$ cat src/rtl/keypad_entry_pkg.sv
// keypad_pkg: shared constants, debounce state enum and key map
// for the keypad entry path.
package keypad_pkg;

    localparam logic [3:0] KEY_ENTER = 4'hE;
    localparam logic [3:0] KEY_CLEAR = 4'hC;
    localparam int         ACC_MAX   = 1023;
    localparam int         ACC_W     = 10;

    typedef enum logic [1:0] {
        ST_IDLE,
        ST_PRESS_DB,
        ST_HELD,
        ST_REL_DB
    } db_state_e;

    // col 0 is the leftmost column, row 0 the top row
    function automatic logic [3:0] key_map(
        input logic [1:0] col,
        input logic [1:0] row
    );
        logic [3:0] code;
        unique case ({row, col})
            4'b00_00: code = 4'h1;
            4'b00_01: code = 4'h2;
            4'b00_10: code = 4'h3;
            4'b00_11: code = 4'hA;
            4'b01_00: code = 4'h4;
            4'b01_01: code = 4'h5;
            4'b01_10: code = 4'h6;
            4'b01_11: code = 4'hB;
            4'b10_00: code = 4'h7;
            4'b10_01: code = 4'h8;
            4'b10_10: code = 4'h9;
            4'b10_11: code = 4'hC;
            4'b11_00: code = 4'h0;
            4'b11_01: code = 4'hF;
            4'b11_10: code = 4'hE;
            4'b11_11: code = 4'hD;
        endcase
        return code;
    endfunction

endpackage

$ cat src/rtl/keypad_entry_if.sv
// keypad_entry_if: keypad matrix lines plus accumulator/commit outputs.
// master = keypad_entry side, slave = keypad/consumer side.
interface keypad_entry_if;
    import keypad_pkg::*;

    logic [3:0]       ROW;
    logic [3:0]       COL;
    logic [ACC_W-1:0] ACC;
    logic [ACC_W-1:0] DOUT;
    logic             VALID;
    logic [3:0]       KEY;
    logic             KEY_STB;

    modport master (
        input  ROW,
        output COL, ACC, DOUT, VALID, KEY, KEY_STB
    );

    modport slave (
        output ROW,
        input  COL, ACC, DOUT, VALID, KEY, KEY_STB
    );

endinterface

$ cat src/rtl/keypad_entry_scan.sv
// keypad_scan: row sync, column scan, scan classification and debounce.
// Ports: clk, rst, row (active-low), col (one-hot-low), key_code, key_stb.
module keypad_scan
    import keypad_pkg::*;
#(
    parameter int SCAN_DIV = 50000,
    parameter int DB_SCANS = 4
) (
    input  logic       clk,
    input  logic       rst,
    input  logic [3:0] row,
    output logic [3:0] col,
    output logic [3:0] key_code,
    output logic       key_stb
);

    localparam int TW = (SCAN_DIV > 2) ? $clog2(SCAN_DIV) : 1;
    localparam int CW = $clog2(DB_SCANS + 1);
    localparam logic [TW-1:0] TICK_LAST = TW'(SCAN_DIV - 1);
    localparam logic [CW-1:0] CNT_LAST  = CW'(DB_SCANS);
    localparam logic [CW-1:0] CNT_ONE   = CW'(1);

    db_state_e   state_q, state_d;
    logic [3:0]  sync1_q, sync1_d;
    logic [3:0]  sync2_q, sync2_d;
    logic [TW-1:0] tick_q, tick_d;
    logic [1:0]  col_idx_q, col_idx_d;
    logic [3:0]  col_q, col_d;
    logic [15:0] scan_q, scan_d;
    logic [3:0]  cand_q, cand_d;
    logic [CW-1:0] cnt_q, cnt_d;
    logic [3:0]  key_q, key_d;
    logic        key_stb_q, key_stb_d;

    logic        tick_end;
    logic        scan_done;
    logic [15:0] scan_full;
    logic [4:0]  hit_n;
    logic [3:0]  hit_idx;
    logic        single;
    logic        match;
    logic [3:0]  scan_code;

    // Matrix bit index is col*4+row; the slot being sampled now is
    // merged in so the last column counts toward this scan's result.
    always_comb begin
        scan_full = scan_q;
        scan_full[{col_idx_q, 2'b00} +: 4] = ~sync2_q;
        hit_n   = '0;
        hit_idx = '0;
        for (int i = 0; i < 16; i++) begin
            if (scan_full[i]) begin
                hit_n   = hit_n + 5'd1;
                hit_idx = 4'(i);
            end
        end
    end

    assign tick_end  = (tick_q == TICK_LAST);
    assign scan_done = tick_end && (col_idx_q == 2'd3);
    assign single    = (hit_n == 5'd1);
    assign scan_code = key_map(hit_idx[3:2], hit_idx[1:0]);
    assign match     = single && (scan_code == cand_q);

    always_comb begin
        state_d   = state_q;
        sync1_d   = row;
        sync2_d   = sync1_q;
        tick_d    = tick_end ? '0 : tick_q + TW'(1);
        col_idx_d = col_idx_q;
        col_d     = col_q;
        scan_d    = scan_q;
        cand_d    = cand_q;
        cnt_d     = cnt_q;
        key_d     = key_q;
        key_stb_d = 1'b0;

        if (tick_end) begin
            scan_d    = scan_full;
            col_idx_d = col_idx_q + 2'd1;
            col_d     = {col_q[2:0], col_q[3]};
        end

        // MULTI has hit_n > 1, so it falls through as "not single".
        if (scan_done) begin
            unique case (state_q)
                ST_IDLE: begin
                    if (single) begin
                        cand_d = scan_code;
                        cnt_d  = CNT_ONE;
                        if (CNT_LAST == CNT_ONE) begin
                            state_d   = ST_HELD;
                            key_d     = scan_code;
                            key_stb_d = 1'b1;
                        end else begin
                            state_d = ST_PRESS_DB;
                        end
                    end
                end
                ST_PRESS_DB: begin
                    if (match) begin
                        cnt_d = cnt_q + CNT_ONE;
                        if (cnt_q + CNT_ONE == CNT_LAST) begin
                            state_d   = ST_HELD;
                            key_d     = cand_q;
                            key_stb_d = 1'b1;
                        end
                    end else if (single) begin
                        cand_d = scan_code;
                        cnt_d  = CNT_ONE;
                    end else begin
                        state_d = ST_IDLE;
                    end
                end
                ST_HELD: begin
                    if (!match) begin
                        cnt_d = CNT_ONE;
                        if (CNT_LAST == CNT_ONE) begin
                            state_d = ST_IDLE;
                        end else begin
                            state_d = ST_REL_DB;
                        end
                    end
                end
                ST_REL_DB: begin
                    if (match) begin
                        state_d = ST_HELD;
                    end else if (cnt_q + CNT_ONE == CNT_LAST) begin
                        state_d = ST_IDLE;
                    end else begin
                        cnt_d = cnt_q + CNT_ONE;
                    end
                end
                default: state_d = ST_IDLE;
            endcase
        end
    end

    always_ff @(posedge clk or posedge rst) begin
        if (rst) begin
            state_q   <= ST_IDLE;
            sync1_q   <= 4'hF;
            sync2_q   <= 4'hF;
            tick_q    <= '0;
            col_idx_q <= '0;
            col_q     <= 4'b1110;
            scan_q    <= '0;
            cand_q    <= '0;
            cnt_q     <= '0;
            key_q     <= '0;
            key_stb_q <= 1'b0;
        end else begin
            state_q   <= state_d;
            sync1_q   <= sync1_d;
            sync2_q   <= sync2_d;
            tick_q    <= tick_d;
            col_idx_q <= col_idx_d;
            col_q     <= col_d;
            scan_q    <= scan_d;
            cand_q    <= cand_d;
            cnt_q     <= cnt_d;
            key_q     <= key_d;
            key_stb_q <= key_stb_d;
        end
    end

    assign col      = col_q;
    assign key_code = key_q;
    assign key_stb  = key_stb_q;

endmodule

$ cat src/rtl/keypad_entry.sv
// keypad_entry: decimal keypad entry into a 10-bit accumulator with
// Enter commit. Ports: CLK, RST (async high), bus (keypad_entry_if.master).
module keypad_entry
    import keypad_pkg::*;
#(
    parameter int SCAN_DIV = 50000,
    parameter int DB_SCANS = 4
) (
    input logic           CLK,
    input logic           RST,
    keypad_entry_if.master bus
);

    logic [3:0]       key_code;
    logic             key_stb;
    logic [3:0]       col;
    logic [ACC_W-1:0] acc_q, acc_d;
    logic [ACC_W-1:0] dout_q, dout_d;
    logic             valid_q, valid_d;
    logic [13:0]      acc_next;

    keypad_scan #(
        .SCAN_DIV (SCAN_DIV),
        .DB_SCANS (DB_SCANS)
    ) u_scan (
        .clk      (CLK),
        .rst      (RST),
        .row      (bus.ROW),
        .col      (col),
        .key_code (key_code),
        .key_stb  (key_stb)
    );

    // 14 bits hold 1023*10+9 without wrap, so the range test is exact.
    assign acc_next = {4'd0, acc_q} * 14'd10 + {10'd0, key_code};

    always_comb begin
        acc_d   = acc_q;
        dout_d  = dout_q;
        valid_d = 1'b0;
        if (key_stb) begin
            unique case (1'b1)
                (key_code <= 4'd9): begin
                    if (acc_next <= 14'(ACC_MAX)) begin
                        acc_d = acc_next[ACC_W-1:0];
                    end
                end
                (key_code == KEY_CLEAR): begin
                    acc_d = '0;
                end
                (key_code == KEY_ENTER): begin
                    dout_d  = acc_q;
                    valid_d = 1'b1;
                    acc_d   = '0;
                end
                default: ;
            endcase
        end
    end

    always_ff @(posedge CLK or posedge RST) begin
        if (RST) begin
            acc_q   <= '0;
            dout_q  <= '0;
            valid_q <= 1'b0;
        end else begin
            acc_q   <= acc_d;
            dout_q  <= dout_d;
            valid_q <= valid_d;
        end
    end

    assign bus.COL     = col;
    assign bus.ACC     = acc_q;
    assign bus.DOUT    = dout_q;
    assign bus.VALID   = valid_q;
    assign bus.KEY     = key_code;
    assign bus.KEY_STB = key_stb;

endmodule

$ cat src/flat_wrapper.sv
// flat-port wrapper written by rule: the top's interface ports become plain ports
module keypad_entry_flat import keypad_pkg::*;
#(
    parameter int SCAN_DIV = 50000,
    parameter int DB_SCANS = 4
)
  (CLK, RST, bus_ROW, bus_COL, bus_ACC, bus_DOUT, bus_VALID, bus_KEY, bus_KEY_STB);
  keypad_entry_if bus_i ();
  input logic CLK;
  input logic RST;
  input wire logic [$bits(bus_i.ROW)-1:0] bus_ROW;
  output wire logic [$bits(bus_i.COL)-1:0] bus_COL;
  output wire logic [$bits(bus_i.ACC)-1:0] bus_ACC;
  output wire logic [$bits(bus_i.DOUT)-1:0] bus_DOUT;
  output wire logic [$bits(bus_i.VALID)-1:0] bus_VALID;
  output wire logic [$bits(bus_i.KEY)-1:0] bus_KEY;
  output wire logic [$bits(bus_i.KEY_STB)-1:0] bus_KEY_STB;
  assign bus_i.ROW = bus_ROW;
  assign bus_COL = bus_i.COL;
  assign bus_ACC = bus_i.ACC;
  assign bus_DOUT = bus_i.DOUT;
  assign bus_VALID = bus_i.VALID;
  assign bus_KEY = bus_i.KEY;
  assign bus_KEY_STB = bus_i.KEY_STB;
  keypad_entry #(.SCAN_DIV(SCAN_DIV), .DB_SCANS(DB_SCANS)) u_core (.CLK(CLK), .RST(RST), .bus(bus_i));
endmodule
$ cat config.mk
export PLATFORM = sky130hd
export DESIGN_NAME = keypad_entry_flat
export DESIGN_NICKNAME = d
export VERILOG_FILES = /design/src/rtl/keypad_entry_pkg.sv /design/src/rtl/keypad_entry_if.sv /design/src/rtl/keypad_entry_scan.sv /design/src/rtl/keypad_entry.sv /design/src/flat_wrapper.sv
export SDC_FILE = /design/constraint.sdc
export NUM_CORES = 1
export LEC_CHECK = 0
export CORE_UTILIZATION = 60
export CTS_CLUSTER_SIZE = 25
export DETAILED_ROUTE_END_ITERATION = 10
export GPL_TIMING_DRIVEN = 0
export PLACE_DENSITY_LB_ADDON = 0.05
export SYNTH_ARGS = -nofsm -noshare
export SYNTH_HDL_FRONTEND = slang
export SYNTH_SLANG_ARGS = --single-unit
$ cat constraint.sdc
create_clock -name CLK -period 15 [get_ports CLK]
set_input_delay 3.75 -clock CLK [delete_from_list [all_inputs] [get_ports CLK]]
set_output_delay 3.75 -clock CLK [all_outputs]
set_load 0.1 [all_outputs]
### Word level (Yosys, flattened, before mapping)

Memories as Yosys holds them, arrays and structs flattened.
Cells that the tools add are included.

| word-level totals | value |
|---|---|
| bits in registers | 81 |
| memory bits (read-only) | 64 |
| input port bits | 6 |
| word-level logic and storage cells | 130 |
| memories kept | 1 |

Memories:

| memory | depth | width | read ports | clocked after memory_dff | wr ports | RTL line | text |
|---|---|---|---|---|---|---|---|
| (no name shown) | 16 | 4 | 1 | 0 | 0 | keypad_entry_pkg.sv:23 | `unique case ({row, col})` |

| cells by class | value |
|---|---|
| add/subtract/negate cells | 20 |
| multiply operators | 1 |
| $lt $le $gt $ge | 2 |
| equality and inequality tests | 19 |
| shifts and indexed selects | 2 |
| muxes and demuxes | 58 |
| bitwise logic cells | 1 |
| reductions and logical operators | 12 |

Operator list:

| kind | count |
|---|---|
| adder 5 x 1 -> 5 bit, second input constant | 15 |
| 2-to-1 mux 5 bit | 15 |
| 2-to-1 mux 4 bit | 16 |
| one-hot mux 10 bit (2 select lines) | 1 |
| adder 16 x 1 -> 16 bit, second input constant | 1 |
| bitwise mux 16 bit | 1 |
| equality test 16 bit, second input constant | 1 |
| 2-to-1 mux 16 bit | 1 |
| variable shift 4 x 6 -> 16 bit, first input constant | 1 |
| indexed part select 4 x 6 -> 16 bit | 1 |
| 2-to-1 mux 3 bit | 5 |
| adder 14 x 4 -> 14 bit | 1 |
| <= comparator 14 x 10 -> 1 bit, second input constant | 1 |
| 2-to-1 mux 2 bit | 7 |
| multiplier 10 x 3 -> 13 bit, second input constant | 1 |
| != test 2 bit, second input constant | 6 |
| one-hot mux 3 bit (4 select lines) | 1 |
| 2-to-1 mux 10 bit | 1 |
| != test 3 bit, second input constant | 3 |
| equality test 4 bit, second input constant | 2 |
| 2-to-1 mux 1 bit | 8 |
| one-hot mux 2 bit (4 select lines) | 1 |
| one-hot mux 4 bit (2 select lines) | 1 |
| AND reduction 4 bit | 2 |
| 17 further kinds | 22 |

### Depth between registers and ports, before layout

Gate-level depths: netlist of the first run.

| logic depth | value |
|---|---|
| depth in word-level cells | 39 |
| depth in mapped cells | 60 |

### Modules after synthesis

From an unflattened synthesis of the first run, not the netlist that was laid out.

| unflattened totals | value |
|---|---|
| cell total of the unflattened synthesis | 701 |
| area, all modules | 6561.3 um2 |

Modules (own cells, without submodules):

| module | instances | cells an instance | area each (um2) |
|---|---|---|---|
| keypad_scan | 1 | 531 | 4987.3 |
| keypad_entry | 1 | 170 | 1574.0 |

### Worst setup path after synthesis of the first run

OpenSTA, ideal clock, no wires.

| timing path | value |
|---|---|
| path type | register to register |
| start point | register u_core.u_scan.col_idx_q[0] |
| end point | register u_core.u_scan.key_q[2] (netlist: u_core.u_scan.key_code[2]) |
| library setup time | 0.126 ns |
| arrival time | 10.378 ns |
| required time | 14.874 ns |
| path slack | 4.496 ns |
| cell stages (with the launch flop) | 60 |
| path buffers | 2 |
| cells stage by stage | dfrtp_1 > buf_6 > inv_1 > ha_1 > buf_6 > nor4b_2 > nor2_1 > ha_1 > xnor2_1 > ha_1 > a21oi_1 > a211oi_4 > ha_1 > inv_1 > o21ai_0 > ha_1 > inv_1 > o22ai_1 > [... 24 more ...] > ha_1 > nand2_1 > nand2_1 > ha_1 > nand2_1 > a21boi_0 > inv_1 > ha_1 > nor2_1 > a21oi_1 > ha_1 > xnor3_1 > o211ai_1 > nand2_1 > o21ai_2 > or3_1 > nand2b_4 > mux2_4 |

| on the way | value |
|---|---|
| word-level cells in the longest chain between the ends | 37 |
| elaborated cells on any way between the ends | 57 |
| classes of those cells | add/sub (16); eq/ne (3); shift (2); mux (32); reduce/logical (3); memory (1) |

RTL lines:

| what | RTL line | text |
|---|---|---|
| start: declaration | keypad_entry_scan.sv:27 | `logic [1:0] col_idx_q, col_idx_d;` |
| start signal: assignment | keypad_entry_scan.sv:157 | `col_idx_q <= col_idx_d;` |
| negation 4 -> 6 bit | keypad_entry_scan.sv:48 | `scan_full[{col_idx_q, 2'b00} +: 4] = ~sync2_q;` |
| indexed part select 4 x 6 -> 16 bit or variable shift 4 x 6 -> 16 bit (tied branches) | keypad_entry_scan.sv:48 |  |
| bitwise mux 16 bit | keypad_entry_scan.sv:48 |  |
| 2-to-1 mux 1 bit | keypad_entry_scan.sv:52 | `if (scan_full[i]) begin` |
| adder 5 x 1 -> 5 bit | keypad_entry_scan.sv:53 | `hit_n = hit_n + 5'd1;` |
| 2-to-1 mux 5 bit | keypad_entry_scan.sv:52 |  |
| adder 5 x 1 -> 5 bit | keypad_entry_scan.sv:53 |  |
| 2-to-1 mux 5 bit | keypad_entry_scan.sv:52 |  |
| [... 21 more ...] | n/a |  |
| 2-to-1 mux 5 bit | keypad_entry_scan.sv:52 |  |
| adder 5 x 1 -> 5 bit | keypad_entry_scan.sv:53 |  |
| 2-to-1 mux 5 bit | keypad_entry_scan.sv:52 |  |
| adder 5 x 1 -> 5 bit | keypad_entry_scan.sv:53 |  |
| 2-to-1 mux 5 bit | keypad_entry_scan.sv:52 |  |
| equality test 5 x 1 -> 1 bit | keypad_entry_scan.sv:61 | `assign single = (hit_n == 5'd1);` |
| logical AND 1 bit | keypad_entry_scan.sv:63 | `assign match = single && (scan_code == cand_q);` |
| AND reduction 4 bit (no line) * | n/a |  |
| end signal: assignment | keypad_entry_scan.sv:162 | `key_q <= key_d;` |
| end: declaration | keypad_entry_scan.sv:32 | `logic [3:0] key_q, key_d;` |

Mark *: on every way between the ends. The rest lies on a longest branch, timed or not.
A chain may end at the register's enable or synchronous reset.

### Final worst setup path of the first run

Ends and elaborated chain as after synthesis.

==> run summary, run 1 <==
Data arrival, critical path -> 12000 ps
Endpoints failing setup -> 0
GRT Max-Usage Layer -> met2
Crit-path max cell delay -> 420 ps
R2r setup slk -> 3250 ps
CP Capture Type -> flip-flop
GR Layer Usage met2 -> 46.2%
Num Clock Sinks -> 81
Min Tclk post-route -> 11750 ps
Post-layout net count -> 824
Clk Latency, worst-skew pair -> 360 ps
Vert. Die Dim -> 107 um
R2r startpoint -> u_core.u_scan.col_idx_q[0]
Setup tns final -> 0 ps
Synth top area share -> 26.3%
Netlist cell types -> 89
GRT Overall Usage -> 27.4%
Top post-synthesis cells by area -> dfrtp_1 (26%), ha_1 (8.1%), nand2_1 (5.1%), xnor2_1 (4.9%), dfstp_2 (4.3%)
WL per Instance -> 16.4 um
Final WL -> 15000 um
Synthesized area per cell -> 9.17 um2
Top FF cell, synth -> dfrtp_1
Register area share after synthesis -> 30.7%
DRT iter0 DRCs -> 238
Net Sw Frac -> 27.2%
Mapped Area -> 6660 um2
GPL Wtd Cong -> 0.837
Psw -> 124 uW
Area delta synth->final -> 11.3%
Peak supply drop -> 0.0735 mV
Grt total ovfl -> 0
Post-synth EDFFs -> 0
Number of buffers created by CTS -> 9
Fillers -> 882
Pwr dens -> 61.5 nW/um2
M1 GR Usage -> 37.0%
Diode count -> 0
Die Wd -> 107 um
Largest net degree at the start of global routing -> 54
DRC errors left -> 0
Initial antenna violation count -> 0
Via/cell ratio -> 6.10
Worst hold margin -> 359 ps
Fmax achieved -> 85.1 MHz
Reg clk slew, reported paths -> 90 ps
Post-synthesis instance total -> 726
Met3 Use GR -> 5.21%
CP max-delay cell -> dfrtp_1
Layout cells sized above 1 -> 12.5%
Via count -> 5604
H-tree levels -> 3
Post-route clock skew -> 5.72 ps
# IOs -> 36
Cell repeated most along the worst path -> ha_1
CTS Root Cell -> clkbuf_8
Min-delay worst type -> reg -> reg
CP Max Fanout -> 10
Die Area -> 11500 um2
Core region area -> 10800 um2
Sequential power share -> 48.5%
Post-synth ARST share -> 100%
R2R cell count -> 59
DR pass1 iterations -> 5
CTS tree -> built
Max-cap viol count -> 0
First-pass GRT wire length -> 25100 um
Worst slew margin relative to its limit -> 32.4%
RSZ-0062 raised after global routing -> no
Hold Path End -> u_core.u_scan.sync2_q[3]
Setup crit start kind -> flip-flop
Hold_sp -> u_core.u_scan.sync1_q[3]
Syn nets -> 777
Outcome -> complete, no violations
Std-Cell Rows -> 38
Worst Hold Path Cells -> 0
Post-CTS setup buffers -> 0
Gate power share -> 15.6%
Fin crit share -> 78.3%
Clk pwr share -> 35.9%
Resized cells post-CTS -> 0
CTS max path bufs -> 2
Worst-margin pin slew -> 1010 ps
Pins Over Slew Limit -> 0
Vias in the first global route -> 5355
Critical path class -> reg -> reg
Antenna viol nets, final -> 0
Power Internal -> 332 uW
Dominant cell type by area after synthesis -> dfrtp_1
End of the worst register-to-register path -> u_core.u_scan.key_code[2]
P_leak -> 0.00326 uW
Final hold violations -> 0
#FFs+latches synth -> 81
Port bufs -> 35
Initial Util -> 61.4%
Hold buffer count at cts -> 0
Req. time, crit path -> 15250 ps
Synth warn -> 0
Detailed Place HPWL -> 11500 um
-- through the flow --
step | std cells | util [%] | setup slack, ps | cell area, um2 | total power, uW
after detailed placement | 902 | 66.5 | 3410 | 7210 | 296
after floorplan | 726 | - | 4500 | 6660 | 281
final | 918 | 68.4 | 3250 | 7410 | 456
after CTS | 918 | 68.4 | 3330 | 7410 | 460
after global placement | 901 | 66.3 | 3630 | 7180 | 292
after global routing | 918 | 68.4 | 2340 | 7410 | 478
-- worst max-delay path, delay by kind of cell (launching register included) --
family,cells,cell delay [ps]
compound gates,16,2800
xor+xnor,2,510
buf+inv,8,800
flops,1,420
simple gates,17,2160
fa+ha+maj,15,4620
mux,1,300
-- routing by layer --
metal / wire, um / vias to the layer above
met4: 103 / 0
met2: 7290 / 109
met3: 527 / 10
met5: 0 / -
met1: 7100 / 2744
li1: - / 2741
-- flip-flops by register name (all words and copies together), names as in the netlist, named ones only --
register and count:
u_core.bus.DOUT 10, u_core.u_scan.sync2_q 4, u_core.u_scan.scan_q 16, u_core.u_scan.col 4
u_core.u_scan.key_code 4, u_core.bus.VALID 1, u_core.bus.ACC 10, u_core.u_scan.cand_q 4
u_core.u_scan.col_idx_q 2, u_core.u_scan.state_q 1, u_core.u_scan.sync1_q 4, u_core.u_scan.cnt_q 3
u_core.u_scan.key_stb 1, u_core.u_scan.tick_q 16
-- how the worst max path moves through the flow --
stage / from / depth (start not counted) / end / slack (ps)
after floorplan: u_core.u_scan.col_idx_q[0] / 59 / u_core.u_scan.key_code[2] / 4500
after global placement: u_core.u_scan.col_idx_q[0] / 59 / u_core.u_scan.key_code[2] / 3630
after detailed placement: u_core.u_scan.col_idx_q[0] / 59 / u_core.u_scan.key_code[0] / 3410
after CTS: u_core.u_scan.col_idx_q[0] / 59 / u_core.u_scan.key_code[2] / 3330
after global routing: u_core.u_scan.col_idx_q[0] / 59 / u_core.u_scan.key_code[0] / 2340
final: u_core.u_scan.col_idx_q[0] / 59 / u_core.u_scan.key_code[2] / 3250
-- synthesized netlist by cell type (3+ instances only) --
| library cell | instances |
|---|---|
| o211ai_1 | 7 |
| o31ai_1 | 8 |
| and2_1 | 17 |
| ha_1 | 43 |
| mux2i_1 | 9 |
| o31a_1 | 3 |
| xnor3_1 | 5 |
| xor2_1 | 18 |
| a21oi_1 | 26 |
| xnor2_4 | 4 |
| nor3_1 | 13 |
| a211oi_1 | 5 |
| inv_1 | 24 |
| nor2_2 | 3 |
| and3_1 | 13 |
| a211oi_2 | 3 |
| o22ai_1 | 3 |
| nand2_1 | 90 |
| nand4b_1 | 3 |
| o221ai_1 | 3 |
| a21o_1 | 5 |
| o21bai_1 | 6 |
| o21ai_0 | 43 |
| dfrtp_1 | 70 |
| a31o_2 | 11 |
| nand3_1 | 19 |
| xnor2_1 | 37 |
| buf_2 | 4 |
| nand2b_1 | 4 |
| nor4_1 | 5 |
| or3_1 | 3 |
| o21ai_1 | 9 |
| dfstp_2 | 11 |
| mux2_4 | 4 |
| nor4b_2 | 3 |
| mux2_2 | 12 |
| clkbuf_1 | 16 |
| o32ai_1 | 4 |
| a32o_1 | 6 |
| nor2_1 | 50 |
| nor2b_1 | 22 |
| a31oi_1 | 14 |
| nand4_1 | 7 |
-- area by class of cell --
type                    count  area [um2]  area share, %
plain buffers              24         118           1.59
clock buffers              12         145           1.96
clock inverters             4        53.8          0.726
inverters                  24        92.6           1.25
multi-input cells         597        4410           59.5
flip-flops and latches     81        2040           27.5
well taps                 140         175           2.36
repair buffers             36         378           5.10
-- kinds of logic after synthesis --
group,synth area share [%]
adders and majority gates,8.83
xor gates and xnor gates,12.0
DFF,30.7
and+or+nand+nor,21.0
muxes,4.29
AOI/OAI and AO/OA,20.1
buffers and inverters,3.12
-- layout by cell type, fill, tap and decap left out, types with 19 or more instances in the layout --
| cell | count |
|---|---|
| clkdlybuf4s50_1 | 35 |
| o21ai_0 | 43 |
| dfrtp_1 | 70 |
| inv_1 | 23 |
| a21oi_1 | 26 |
| nand2_1 | 90 |
| nor2b_1 | 22 |
| nand3_1 | 19 |
| xnor2_1 | 37 |
| nor2_1 | 50 |
| ha_1 | 43 |
-- power by group through the flow --
| stage | Clock (uW) | Sequential (uW) | Combinational (uW) |
|---|---|---|---|
| CTS | 168 | 221 | 70.7 |
| floorplan | 0 | 225 | 56.0 |
| detailed placement | 0 | 226 | 70.4 |
| global route | 177 | 221 | 79.0 |
| finish | 164 | 221 | 70.9 |
| global placement | 0 | 225 | 66.6 |
Note: power is estimated with default switching activity, not from simulation.
==> run 2, diff against run 1 <==
CORE_UTILIZATION = 56   (was 60)
clock period = 9.7 ns   (was 15 ns; I/O delays follow)
==> run summary, run 2 (same netlist as run 1, synthesis figures left out) <==
Vert. Die Dim -> 111 um
Clk pwr share -> 40.9%
Vias in the first global route -> 5713
Diode count -> 0
GPL Wtd Cong -> 0.860
Peak supply drop -> 0.103 mV
Data arrival, critical path -> 9970 ps
Number of buffers created by CTS -> 9
Worst slew margin relative to its limit -> 28.9%
Reg clk slew, reported paths -> 60 ps
Die Wd -> 111 um
Total Power -> 846 uW
Largest net degree at the start of global routing -> 46
Req. time, crit path -> 9920 ps
DR pass1 iterations -> 8
WL per Instance -> 16.8 um
Detailed Place HPWL -> 11500 um
P_leak -> 0.00356 uW
H-tree levels -> 3
Psw -> 221 uW
Post-route clock skew -> 9.08 ps
Most frequent cells in the layout -> nand2_1 (84), dfrtp_1 (69), nor2_1 (46)
Grt total ovfl -> 0
Die Area -> 12300 um2
Worst-margin pin slew -> 1060 ps
# IOs -> 36
Core region area -> 11500 um2
Crit-path max cell delay -> 410 ps
Num Clock Sinks -> 81
Std-Cell Rows -> 39
Finished Cell Area -> 8050 um2
Failing checks -> DRC, setup timing
Final WL -> 16000 um
CP max-delay cell -> dfrtp_1
Initial Util -> 57.8%
GRT Overall Usage -> 26.6%
Worst Path Buf+Inv -> 6
RSZ-0062 raised after global routing -> yes
Gate power share -> 18.5%
DRT iter0 DRCs -> 375
Post-Route Utilization -> 69.9%
Via count -> 5874
CP Max Fanout -> 5
Antenna viol nets, final -> 0
Worst hold margin -> 352 ps
Endpoints failing setup -> 4
CP Capture Type -> flip-flop
Worst setup margin -> -50.4 ps
Fmax achieved -> 103 MHz
Min-delay worst type -> reg -> reg
Final hold violations -> 0
CTS Root Cell -> clkbuf_16
Port bufs -> 35
CTS tree -> built
Fin crit share -> 101%
Sequential power share -> 40.6%
CTS max path bufs -> 2
Pwr dens -> 105 nW/um2
First-pass GRT wire length -> 26900 um
Via/cell ratio -> 6.16
Setup tns final -> -197 ps
Placement Cell Area -> 7350 um2
Pins Over Slew Limit -> 0
Commonest non-fill, non-tap cell in the layout -> nand2_1
Biggest regs -> u_core.u_scan.scan_q (16), u_core.u_scan.tick_q (16)
Power Internal -> 625 uW
Critical path class -> reg -> reg
Crit path max-delay family -> adder cells
Initial antenna violation count -> 0
DRC errors left -> 5
Min Tclk post-route -> 9750 ps
Hold buffer count at cts -> 0
Layout cells sized above 1 -> 21.7%
Setup crit start kind -> flip-flop
Post-layout net count -> 856
Fillers -> 879
Max-cap viol count -> 0
Area delta synth->final -> 20.9%
Outcome -> finished with violations
Net Sw Frac -> 26.1%
Clk Latency, worst-skew pair -> 340 ps
[run 2: cell count changes in the layout (fill, tap and decap cells not counted), sizes merged]
cell and change:
clkinv +1, clkbuf -1, clkinvlp -2, inv +2, buf +32
[run 2: worst paths after layout]
path / start / to / slack [ps] / depth (start not counted)
hold reg to reg: u_core.u_scan.sync1_q[2] / u_core.u_scan.sync2_q[2] / 350 / 0
hold / removal: u_core.u_scan.sync1_q[2] / u_core.u_scan.sync2_q[2] / 350 / 0
max in group asynchronous: RST / u_core.u_scan.col_idx_q[0] / 6660 / 3
setup / recovery: u_core.u_scan.col_idx_q[1] / u_core.u_scan.key_code[2] / -50 / 57
min in group asynchronous: RST / u_core.u_scan.tick_q[7] / 2460 / 2
setup reg to reg: u_core.u_scan.col_idx_q[1] / u_core.u_scan.key_code[2] / -50 / 57
[run 2: repair_timing]
item,CTS,global route
buffers inserted,27,8
gates resized for setup,17,19
gates cloned,0,0
setup endpoints to repair,14,14
pin swaps,28,28
[run 2: power groups by stage]
stage	Sequential (uW)	Combinational [uW]	Clock, uW
2_1_floorplan	348	95.9	0
5_1_grt	343	171	370
4_1_cts	343	141	353
6_report	343	157	346
3_3_place_gp	349	113	0
3_5_place_dp	349	119	0
[run 2: cell type report]
| class | count | area, um2 | area share [%] |
|---|---|---|---|
| Multi-Input combinational cell | 597 | 4690 | 58.3 |
| Sequential cell | 81 | 2040 | 25.4 |
| Timing Repair Buffer | 71 | 641 | 7.96 |
| Clock buffer | 11 | 243 | 3.02 |
| Tap cell | 143 | 179 | 2.22 |
| Inverter | 24 | 100 | 1.24 |
| Buffer | 21 | 91.3 | 1.13 |
| Clock inverter | 5 | 61.3 | 0.762 |
[run 2: layer usage]
layer,vias up,GRT usage (%),routed length (um)
met1,2898,35.6,7420
met4,0,6.76,176
li1,2815,-,-
met5,-,0,0
met3,18,4.26,590
met2,143,45.0,7860
[run 2: through the flow]
stage                     worst slack, ps  std cells
after floorplan                      1.29        726
after global placement               -698        904
after detailed placement             -971        905
after CTS                            -114        946
after global routing                 -470        953
final                               -50.4        953
